--- src/rtl/uart_tx_pkg.sv ---
// Shared types and widths for the uart_tx_arbiter slice.
// Optional build macro: UART_TX_ARB_TIMEOUT_EN (mid-packet idle timeout).
package uart_tx_pkg;

    localparam int BAUD_W   = 2;
    localparam int THRESH_W = 6;

    // Arbiter FSM: IDLE picks the next owner, CFG applies pending settings,
    // SEND streams one packet from the granted requester.
    typedef enum logic [1:0] {
        ST_IDLE = 2'd0,
        ST_CFG  = 2'd1,
        ST_SEND = 2'd2
    } state_e;

    // Transmitter configuration as one unit so capture and apply stay atomic.
    typedef struct packed {
        logic [BAUD_W-1:0]   baud;
        logic [THRESH_W-1:0] thresh;
    } cfg_t;

endpackage

--- src/rtl/uart_rr_picker.sv ---
// Combinational round-robin picker: scans the request vector starting at
// the pointer and returns the first active requester, one-hot and as index.
module uart_rr_picker #(
    parameter int NUM_REQ = 4,
    parameter int IDX_W   = 2
) (
    input  logic [NUM_REQ-1:0] req_i,
    input  logic [IDX_W-1:0]   ptr_i,
    output logic [NUM_REQ-1:0] gnt_o,
    output logic [IDX_W-1:0]   gnt_idx_o,
    output logic               any_o
);

    logic [IDX_W-1:0] cand;

    // First requester at or after the pointer, wrapping modulo NUM_REQ.
    always_comb begin
        gnt_o     = '0;
        gnt_idx_o = '0;
        any_o     = 1'b0;
        cand      = '0;
        for (int k = 0; k < NUM_REQ; k++) begin
            cand = IDX_W'((int'(ptr_i) + k) % NUM_REQ);
            if (!any_o && req_i[cand]) begin
                any_o       = 1'b1;
                gnt_o[cand] = 1'b1;
                gnt_idx_o   = cand;
            end
        end
    end

endmodule

--- src/rtl/uart_tx_arbiter.sv ---
// Packet-atomic round-robin arbiter sharing one uart_transmitter between
// NUM_REQ byte streams; also owns the transmitter configuration and only
// changes it between packets.
// Optional build macro: UART_TX_ARB_TIMEOUT_EN forces release of a grant
// after TIMEOUT idle cycles mid-packet and pulses timeout_event.
// Handshake: a byte moves on a clock edge where req_valid[i] & req_ready[i];
// req_ready is only ever high for the granted requester and only while the
// transmitter buffer is not full. tx_write_enable mirrors that transfer.
module uart_tx_arbiter
    import uart_tx_pkg::*;
#(
    parameter int                  NUM_REQ        = 4,
    parameter logic [BAUD_W-1:0]   BAUD_DEFAULT   = 2'd0,
    parameter logic [THRESH_W-1:0] THRESH_DEFAULT = 6'd32,
    parameter int                  TIMEOUT        = 255
) (
    input  logic                   clock,
    input  logic                   reset,
    input  logic [NUM_REQ-1:0]     req_valid,
    input  logic [NUM_REQ*8-1:0]   req_data,
    input  logic [NUM_REQ-1:0]     req_last,
    output logic [NUM_REQ-1:0]     req_ready,
    input  logic                   cfg_write,
    input  logic [BAUD_W-1:0]      cfg_baudrate_select,
    input  logic [THRESH_W-1:0]    cfg_threshold,
    output logic                   cfg_pending,
    output logic                   tx_write_enable,
    output logic [7:0]             tx_data,
    output logic [THRESH_W-1:0]    tx_buffer_full_threshold,
    output logic [BAUD_W-1:0]      tx_baudrate_select,
    input  logic                   tx_buffer_full,
    output logic [NUM_REQ-1:0]     grant,
    output logic                   busy,
    output logic                   timeout_event,
    output logic [1:0]             dbg_state
);

    localparam int IDX_W = (NUM_REQ > 1) ? $clog2(NUM_REQ) : 1;

    state_e             state_q, state_d;
    logic [NUM_REQ-1:0] grant_q, grant_d;
    logic [IDX_W-1:0]   gidx_q, gidx_d;
    logic [IDX_W-1:0]   rr_q, rr_d;
    cfg_t               pend_q, pend_d;
    logic               cfg_pending_q, cfg_pending_d;
    cfg_t               txcfg_q, txcfg_d;

    logic [NUM_REQ-1:0] pick_gnt;
    logic [IDX_W-1:0]   pick_idx;
    logic               pick_any;
    logic               xfer;
    logic               to_expire;
    logic [IDX_W-1:0]   rr_after_g;

    uart_rr_picker #(
        .NUM_REQ (NUM_REQ),
        .IDX_W   (IDX_W)
    ) u_picker (
        .req_i     (req_valid),
        .ptr_i     (rr_q),
        .gnt_o     (pick_gnt),
        .gnt_idx_o (pick_idx),
        .any_o     (pick_any)
    );

    // Datapath is combinational from the held grant; nothing moves outside SEND.
    assign busy            = (state_q == ST_SEND);
    assign xfer            = busy && !tx_buffer_full && req_valid[gidx_q];
    assign tx_write_enable = xfer;
    assign req_ready       = (busy && !tx_buffer_full) ? grant_q : '0;
    assign tx_data         = busy ? req_data[{gidx_q, 3'b000} +: 8] : 8'h00;
    assign grant           = grant_q;
    assign cfg_pending     = cfg_pending_q;
    assign tx_baudrate_select       = txcfg_q.baud;
    assign tx_buffer_full_threshold = txcfg_q.thresh;
    assign dbg_state       = state_q;
    assign rr_after_g      = (gidx_q == IDX_W'(NUM_REQ - 1)) ? '0 : gidx_q + IDX_W'(1);

    // Next-state: FSM, grant, round-robin pointer and configuration capture/apply.
    always_comb begin
        state_d       = state_q;
        grant_d       = grant_q;
        gidx_d        = gidx_q;
        rr_d          = rr_q;
        pend_d        = pend_q;
        cfg_pending_d = cfg_pending_q;
        txcfg_d       = txcfg_q;
        case (state_q)
            ST_IDLE: begin
                if (cfg_pending_q) begin
                    state_d = ST_CFG;
                end else if (pick_any) begin
                    state_d = ST_SEND;
                    grant_d = pick_gnt;
                    gidx_d  = pick_idx;
                end
            end
            ST_CFG: begin
                txcfg_d       = pend_q;
                cfg_pending_d = 1'b0;
                state_d       = ST_IDLE;
            end
            ST_SEND: begin
                if ((xfer && req_last[gidx_q]) || to_expire) begin
                    state_d = ST_IDLE;
                    grant_d = '0;
                    rr_d    = rr_after_g;
                end
            end
            default: begin
                state_d = ST_IDLE;
                grant_d = '0;
            end
        endcase
        // A write in any state (including CFG) wins over the clear: last value wins.
        if (cfg_write) begin
            pend_d        = '{baud: cfg_baudrate_select, thresh: cfg_threshold};
            cfg_pending_d = 1'b1;
        end
    end

    // Arbiter state registers.
    always_ff @(posedge clock or posedge reset) begin
        if (reset) begin
            state_q       <= ST_IDLE;
            grant_q       <= '0;
            gidx_q        <= '0;
            rr_q          <= '0;
            pend_q        <= '{baud: BAUD_DEFAULT, thresh: THRESH_DEFAULT};
            cfg_pending_q <= 1'b0;
            txcfg_q       <= '{baud: BAUD_DEFAULT, thresh: THRESH_DEFAULT};
        end else begin
            state_q       <= state_d;
            grant_q       <= grant_d;
            gidx_q        <= gidx_d;
            rr_q          <= rr_d;
            pend_q        <= pend_d;
            cfg_pending_q <= cfg_pending_d;
            txcfg_q       <= txcfg_d;
        end
    end

`ifdef UART_TX_ARB_TIMEOUT_EN
    localparam int TO_W = (TIMEOUT > 1) ? $clog2(TIMEOUT + 1) : 1;

    logic [TO_W-1:0] to_cnt_q, to_cnt_d;
    logic            to_event_q;

    // Only cycles with the owner's valid low count; a full buffer never does.
    assign to_expire = busy && !req_valid[gidx_q] && (to_cnt_q == TO_W'(TIMEOUT - 1));

    // Idle-cycle counter next value: clears on valid, outside SEND, or on expiry.
    always_comb begin
        to_cnt_d = to_cnt_q;
        if (!busy || req_valid[gidx_q] || to_expire) begin
            to_cnt_d = '0;
        end else begin
            to_cnt_d = to_cnt_q + TO_W'(1);
        end
    end

    // Timeout counter and one-cycle release pulse.
    always_ff @(posedge clock or posedge reset) begin
        if (reset) begin
            to_cnt_q   <= '0;
            to_event_q <= 1'b0;
        end else begin
            to_cnt_q   <= to_cnt_d;
            to_event_q <= to_expire;
        end
    end

    assign timeout_event = to_event_q;
`else
    assign to_expire     = 1'b0;
    assign timeout_event = 1'b0;
`endif

endmodule

--- config.mk ---
export PLATFORM = sky130hd
export DESIGN_NAME = uart_tx_arbiter
export DESIGN_NICKNAME = d
export VERILOG_FILES = /design/src/rtl/uart_tx_pkg.sv /design/src/rtl/uart_rr_picker.sv /design/src/rtl/uart_tx_arbiter.sv
export SDC_FILE = /design/constraint.sdc
export NUM_CORES = 1
export LEC_CHECK = 0
export CAP_MARGIN = 20
export CORE_MARGIN = 8
export CORE_UTILIZATION = 44
export CTS_BUF_LIST = sky130_fd_sc_hd__clkbuf_16
export CTS_CLUSTER_SIZE = 10
export DETAILED_ROUTE_END_ITERATION = 7
export PLACE_DENSITY = 0.88
export SETUP_SLACK_MARGIN = 0.5
export SYNTH_ARGS = -nofsm -noshare
export SYNTH_HDL_FRONTEND = slang
export SYNTH_SLANG_ARGS = --single-unit
--- constraint.sdc ---
create_clock -name clock -period 5.8 [get_ports clock]
set_input_delay 1.16 -clock clock [delete_from_list [all_inputs] [get_ports clock]]
set_output_delay 1.16 -clock clock [all_outputs]
set_load 0.02 [all_outputs]
# Word level (Yosys, flattened, before mapping)
# Index checks and enable logic that the tools add are counted.
# totals
reg_bits	27
output_inout_bits	30
elab_cells	100
# op_classes
n_addsub	4
magnitude_cmp	9
eq_ne	7
n_shift	1
muxes	45
n_bitwise	5
reduce_logical	20
# op_table
operator	n
two-way mux 4 bit	8
variable part select 32 x 6 -> 8 bit	1
two-way mux 1 bit	16
two-way mux 2 bit	8
< comparator 2 x 3 -> 1 bit, second input constant	5
binary-select mux 1 bit (select 2 bit)	6
bitwise OR 4 bit	3
one-hot mux 4 bit (3 select lines)	1
logical AND 1 bit	10
demux 1 bit (select 2 bit)	4
greater-or-equal comparator 2 x 1 -> 1 bit, second input constant	4
two-way mux 8 bit	1
adder 2 x 1 -> 2 bit, second input constant	2
adder 2 bit, second input constant	2
== test 2 bit, second input constant	2
zero test 1 bit	4
inequality test 2 bit, second input constant	2
one-hot mux 2 bit (2 select lines)	1
AND reduction 2 bit	2
AND reduction 4 bit	1
inequality test 3 bit, second input constant	1
AND reduction 3 bit	1
== test 2 x 1 -> 1 bit, second input constant	1
zero test 2 bit	1
other kinds (3)	4

# Logic depth before layout (Yosys ltp)
# depth
depth_word	15
mapped_depth	9
mapped_depth_nobuf	7

# By module
# Synthesis repeated with hierarchy kept, for this count alone.
# hier_totals
cells_unflattened	148
area_unflattened_um2	1833.0
# modules_own_cells
mod	instances	cells_each	area_per_inst_um2
uart_tx_arbiter	1	103	1413.9
uart_rr_picker	1	45	419.2

# Worst setup path after synthesis
# Ideal clock, no wire load.
# synth_timing
kind	input -> output
startpoint	input port req_valid[2]
endpoint	output port tx_write_enable
arrival_ps	2205
setup_slack_ps	2435
stages	3
cell_sequence	clkbuf_1 -> mux2i_1 -> a2111oi_2
# synth_between
elab_chain_len	3
# synth_rtl
item	line	text
from (decl)	uart_tx_arbiter.sv:19	input logic [NUM_REQ-1:0] req_valid,
binary-select mux 1 bit (select 2 bit)	uart_tx_arbiter.sv:68	assign xfer = busy && !tx_buffer_full && req_valid[gidx_q];
two-way mux 1 bit (not written as such)	uart_tx_arbiter.sv:68	
logical AND 1 bit	uart_tx_arbiter.sv:68	
to (decl)	uart_tx_arbiter.sv:27	output logic tx_write_enable,
# No other way between the ends. The select of a mux whose other input is x is not followed.

# Final worst setup path
# layout_timing
startpoint	input port req_valid[3]
endpoint	output port tx_write_enable
# Same word-level chain as after synthesis.

==> metrics.md <==
| Metric | Value |
|---|---|
| Vias in the first global route | between 1500 and 2000 |
| Clock tree buffer depth | 2 |
| Setup crit end kind | output port |
| Final Hold Fails | 0 |
| Nets@finish | approximately 310 |
| First-pass GRT wire length | 8990 um |
| Routed Wire Length | 5530 um |
| Worst slew pin tran | approximately 1 ns |
| Fmax | around 0.23 GHz |
| VDD IR-drop max | just under 0.3 mV |
| RSZ-0062 raised after global routing | no |
| Total global routing overflow | 0 |
| Post-synthesis cell area | roughly 2100 um^2 |
| Clock Power Share | 11.5% |
| Root buffer cell | clkbuf_16 |
| Starting Density | 44.6% |
| Clk slew on worst S/H paths | approximately 0.070 ns |
| Number of setup violations in the final report | 0 |
| Num rows | 25 |
| Setup TNS | 0 ns |
| Sw Ratio | just over 40% |
| Reg-to-reg slack, setup | between 2 and 3 ns |
| DRT Pass-1 Iters | 4 |
| Critical Path Source Type | primary input |
| I/O Buffers | 80 |
| Fillers | roughly 380 |
| Mapped Cells | 181 |
| Power Dens Cells | between 400 and 500 nW/um^2 |
| I/O pin cnt | just over 80 |
| Final setup margin | 1.44 ns |
| Comb power frac | between 60% and 70% |
| Net Count, Synth | 241 |
| Die X | 84.5 um |
| Post-cts gate resize count | 0 |
| Register bit total from synthesis | 27 |
| Rel. slew slack | approximately a third |
| Worst Path Required | between 4 and 5 ns |
| Register area | between 600 and 700 um^2 |
| Final core utilization | around 64% |
| Worst EP arrival | about 3.2 ns |
| Die Area | slightly above 7000 um^2 |
| Iteration-0 DRC count of the detailed router | ~180 |
| Worst Path Max Fanout | 13 |
| H-Tree Depth | 1 |
| Clock Latency Late Sink | between 0.2 and 0.3 ns |
| Post-CTS Setup Bufs | 0 |
| Post-DP HPWL | about 4300 um |
| Fin crit period | around 4.4 ns |
| Vias | approximately 1800 |
| Via/cell ratio | 5.74 |
| Hold WC Path Type | register to register |
| Largest net degree at the start of global routing | 31 |
| Core area | 4630 um^2 |
| Top cell type's share of synthesized area | a little under a third |
| All-layer global routing usage | ~15% |
| Syn. warnings | 0 |
| Syn-to-layout area delta | 43.8% |
| Layout cells sized above 1 | 20.6% |
| Place WS | 1.42 ns |
| Seq/Total Area, Yosys | between 30% and 40% |
| Clk_skew | around 0.0013 ns |
| Non-Filler Instances | between 300 and 400 |
| N_diodes | 0 |
| Period utilisation layout | around three quarters |
| Final antenna-violating net count | 0 |
| Area of the multi-input gates | 1290 um^2 |
| Placed insts | around 300 |
| Die height | 84.5 um |
| Net Sw Power | roughly 0.00056 W |
| Initial antenna violation count | 0 |
| Critical path class | primary input to output port |
| Max-slew violations | 0 |
| TritonCTS clock tree | built |
| Syn_area_per_cell | 11.4 um^2 |
| Synth cell types | 40 |
| Residual DRC | 0 |
| Num CTS Buffers | 3 |
| Leak | between 1 and 1.5 nW |
| Gpl congestion | a little over 0.8 |
| Internal Power | 0.000801 W |
| Status | finished, final reports clean |
| Max Cap Violations | 0 |
| Ranking of synthesized cells by area | dfrtp_1, mux4_2, mux2_2 |
| Synth area leader | dfrtp_1 |
| CTS Sinks | 27 |
| Seq pwr share | about 28% |
| Drt wl/cell | between 15 and 20 um |
| Hold-fix buffers at CTS | 0 |
-- placed cells by master, fill, tap and decap left out, types with 2 or more instances in the layout --
cell type / Yosys / final
mux2i_1: 8 / 8
dfrtp_1: 25 / 25
mux2_2: 23 / 23
o22ai_1: 5 / 5
nand2b_1: 7 / 7
a31o_1: 2 / 2
a221oi_1: 3 / 3
and2_1: 13 / 13
o2bb2ai_1: 5 / 5
dfstp_2: 2 / 2
mux4_2: 13 / 13
nand2_1: 6 / 6
a21o_1: 2 / 2
a21oi_2: 2 / 2
clkbuf_16: 0 / 3
a221oi_2: 2 / 2
inv_1: 6 / 6
clkdlybuf4s50_1: 0 / 80
a22o_1: 4 / 4
nor2_1: 7 / 7
ha_1: 8 / 8
a21oi_1: 3 / 3
nor2b_1: 6 / 6
-- through the flow --
stage               power, W  area, um^2  hold slack (ns)
finish               0.00136        2970            0.502
global placement     0.00119        2860            0.480
global route         0.00145        2970            0.518
CTS                  0.00137        2940            0.507
floorplan           0.000948        2060            0.477
detailed placement   0.00121        2860            0.491
-- kinds of logic after synthesis --
family / after synthesis / share of synthesized area (%)
other cells: 1 / 0.182
flops: 27 / 32.8
mux: 44 / 30.6
compound gates: 37 / 15.0
fa+ha+maj: 8 / 4.85
buf+inv: 20 / 4.67
simple gates: 44 / 11.9
-- power groups by stage --
stage / sequential, W / combinational, W / clock [W]
after CTS: 0.000381 / 0.000828 / 0.000161
after global routing: 0.000397 / 0.000888 / 0.000169
after floorplan: 0.000370 / 0.000579 / 0
after global placement: 0.000378 / 0.000808 / 0
after detailed placement: 0.000385 / 0.000822 / 0
final: 0.000378 / 0.000828 / 0.000156
-- layer usage --
metal	vias up	GRT usage, %	wire length [um]
met5	-	0	0
met4	0	3.40	28
met3	2	3.61	342
met2	70	26.6	2750
met1	865	18.7	2410
li1	818	-	-
-- cell usage after synthesis --
library cell,count
mux4_2,13
buf_2,8
o21ai_0,1
nor3b_1,1
mux2i_1,8
a22o_1,4
a221oi_2,2
a211oi_1,1
a21o_1,2
a21oi_2,2
a2111oi_2,1
or2_2,1
a21oi_1,3
dfstp_2,2
a2111oi_0,1
nor2b_1,6
a221oi_1,3
o21bai_1,1
mux2_2,23
nor2_2,1
and2_1,13
o2bb2ai_1,5
nor2_1,7
a31o_2,1
ha_1,8
conb_1,1
inv_1,6
buf_6,1
clkbuf_1,4
buf_4,1
a22oi_1,1
o22ai_1,5
nand2_1,6
and2_4,1
o32a_1,1
o21a_1,1
nor3_1,1
a31o_1,2
dfrtp_1,25
nand2b_1,7
-- worst max-delay path: stages --
cell	delay [ns]
clkdlybuf4s50_1	0.70
mux2i_1	0.19
a2111oi_2	0.45
clkdlybuf4s50_1	0.70
-- cell type report --
cell class / instances / area share, %
multi-input cells: 134 / 43.4
repair buffers: 81 / 27.9
flip-flops and latches: 27 / 22.8
clock buffers: 3 / 2.53
well taps: 54 / 2.28
inverters: 6 / 0.759
clock inverters: 1 / 0.253
-- path summary, 6_finish.rpt --
kind                         startpoint                     endpoint  cells after the start
hold reg to reg               pend_q[0]  tx_buffer_full_threshold[0]                      1
hold / removal                pend_q[0]  tx_buffer_full_threshold[0]                      1
setup / recovery           req_valid[3]              tx_write_enable                      4
setup reg to reg                rr_q[0]                     grant[1]                      7
max in group asynchronous         reset                    pend_q[5]                      3
min in group asynchronous         reset  tx_buffer_full_threshold[3]                      2
-- registers in the layout (all words and copies together) (netlist names) --
register                  cells
pend_q                        8
tx_buffer_full_threshold      6
grant                         4
dbg_state                     2
gidx_q                        2
rr_q                          2
tx_baudrate_select            2
cfg_pending                   1
Note: power is estimated with default switching activity, not from simulation.
==> RTL change, RTL diff (config.mk and constraints unchanged) <==
Set the package constant `THRESH_W` to 12 (it was 6).
--- a/src/rtl/uart_tx_pkg.sv
+++ b/src/rtl/uart_tx_pkg.sv
@@ -4,5 +4,5 @@
 
     localparam int BAUD_W   = 2;
-    localparam int THRESH_W = 6;
+    localparam int THRESH_W = 12;
 
     // Arbiter FSM: IDLE picks the next owner, CFG applies pending settings,
Interface: changed (resized cfg_threshold and tx_buffer_full_threshold); port bits go from 82 to 94. No check against the original RTL was run, so the function may have changed too.
==> RTL change against the unedited design <==
  * Synthesized cell count up 7.2%
  * Design area up 16%
  * Register-to-register slack better by 520 ps
  * Synthesized area up 14%
  * Sequential share of layout area up 5.5 points
  * Sequential cell count up 12
  * Count of clock-buffer cells in the layout up 2
  * Setup slack better by 160 ps
  * Via count up 7.1%
  * Non-clock buffer count up 13
  * Routed wire length up 15%
  * Total power up 16%
  * Critical path type unchanged
  * Largest cell class unchanged
==> RTL change: results (changes against the unedited design) <==
dp_hpwl_um: 4840  # +11%
finalClockSkew_ps: 6.06  # +4.71 ps
grt_start_max_net_pins: 40  # +29%
synth.area.top_cells: "dfrtp_1, mux2_2, mux4_2, mux2_1, ha_1"
largest_reg_flops: 14  # +6
crit_fanout: 10  # -3
cp_data_arrival_time_ps: 3040  # -160 ps
cellLeakagePower_nw: 1.37  # +17%
layout-drive-gt1-share_pct: 17.7  # -2.9 points
gp_routability_congestion: 0.850  # +2.3%
grt_pass1_vias: 1976  # +6.8%
peakVddDrop_v: 0.000319  # +7.3%
yosysUniqueCellTypes: 45  # +13%
drt_iter0_markers: 159  # -11%
routed_wl_um: 6380  # +15%
numPortBuffers: 92  # +15%
synth_fp_nets: 260  # +7.9%
cts_made_buffers: 5  # +2
synth_common_cells: "dfrtp_1, mux2_2, mux2_1, nor2_1"
htree_levels: 2  # +1
finalNetCount: 347  # +11%
status: "finished, final reports clean"
fill_cells: 391  # +4.0%
yosysSeqAreaShare_pct: 41.6  # +8.7 points
grt_first_pass_wirelength_um: 10000  # +11%
## RTL change: per-stage QoR
step                      area [um^2]  util, %  std cells  setup slack (ps)  power (W)
final                            3450     67.1        352              1600    0.00158
after floorplan                  2350        -        194              2700   0.000984
after global placement           3280     63.9        344              1650    0.00126
after global routing             3450     67.1        352              1550    0.00168
after detailed placement         3280     63.9        344              1610    0.00129
after CTS                        3450     67.1        352              1610    0.00160
## RTL change: layer usage
layer | wire [um] | global-route usage, % | share of wire, % | vias to the layer above
li1 | - | - | - | 883
met1 | 2820 | 20.5 | 44 | 908
met2 | 2880 | 26.2 | 45 | 85
met3 | 651 | 5.42 | 10 | 4
met4 | 29 | 3.63 | 0.45 | 0
met5 | 0 | 0 | 0 | -
## RTL change: worst paths after layout
path / startpoint / endpoint / slack, ps / cells after the start
max: req_valid[2] / tx_write_enable / 1600 / 5
min: pend_q[6]$_DFFE_PP0P_ / tx_buffer_full_threshold[6]$_DFFE_PP0P_ / 480 / 1
max reg2reg: rr_q[0]$_DFFE_PP0P_ / grant[0]$_DFFE_PP0P_ / 3090 / 7
min reg2reg: pend_q[6]$_DFFE_PP0P_ / tx_buffer_full_threshold[6]$_DFFE_PP0P_ / 480 / 1
max in group asynchronous: reset / pend_q[5]$_DFFE_PP1P_ / 4110 / 3
min in group asynchronous: reset / tx_baudrate_select[0]$_DFFE_PP0P_ / 1330 / 3
## RTL change: cell families after synthesis
kind of cell	Yosys count	synth area share, %
AOI/OAI and AO/OA	31	9.95
adders and majority gates	8	4.26
buffers and inverters	20	4.89
DFF	39	41.6
muxes	51	28.3
other	1	0.159
and+or+nand+nor	44	10.9
## RTL change: area by class of cell
class | instances | area (um^2) | share of cell area, %
multi-input combinational | 135 | 1260 | 36.5
sequential | 39 | 978 | 28.4
timing repair buffer | 94 | 936 | 27.2
clock buffer | 5 | 125 | 3.63
tap | 70 | 87.6 | 2.54
clock inverter | 3 | 38.8 | 1.13
inverter | 6 | 22.5 | 0.653
## RTL change: report_power, final
part,switching [W],total (W),internal (W)
logic,0.000371,0.000792,0.000421
clock network,0.000100,0.000300,0.000200
registers,0.000123,0.000490,0.000367
## RTL change: critical path: stages
cell and delay [ps]:
clkdlybuf4s50_1 650, mux2i_1 160, mux2_2 300, nor3_2 130, clkdlybuf4s50_1 640
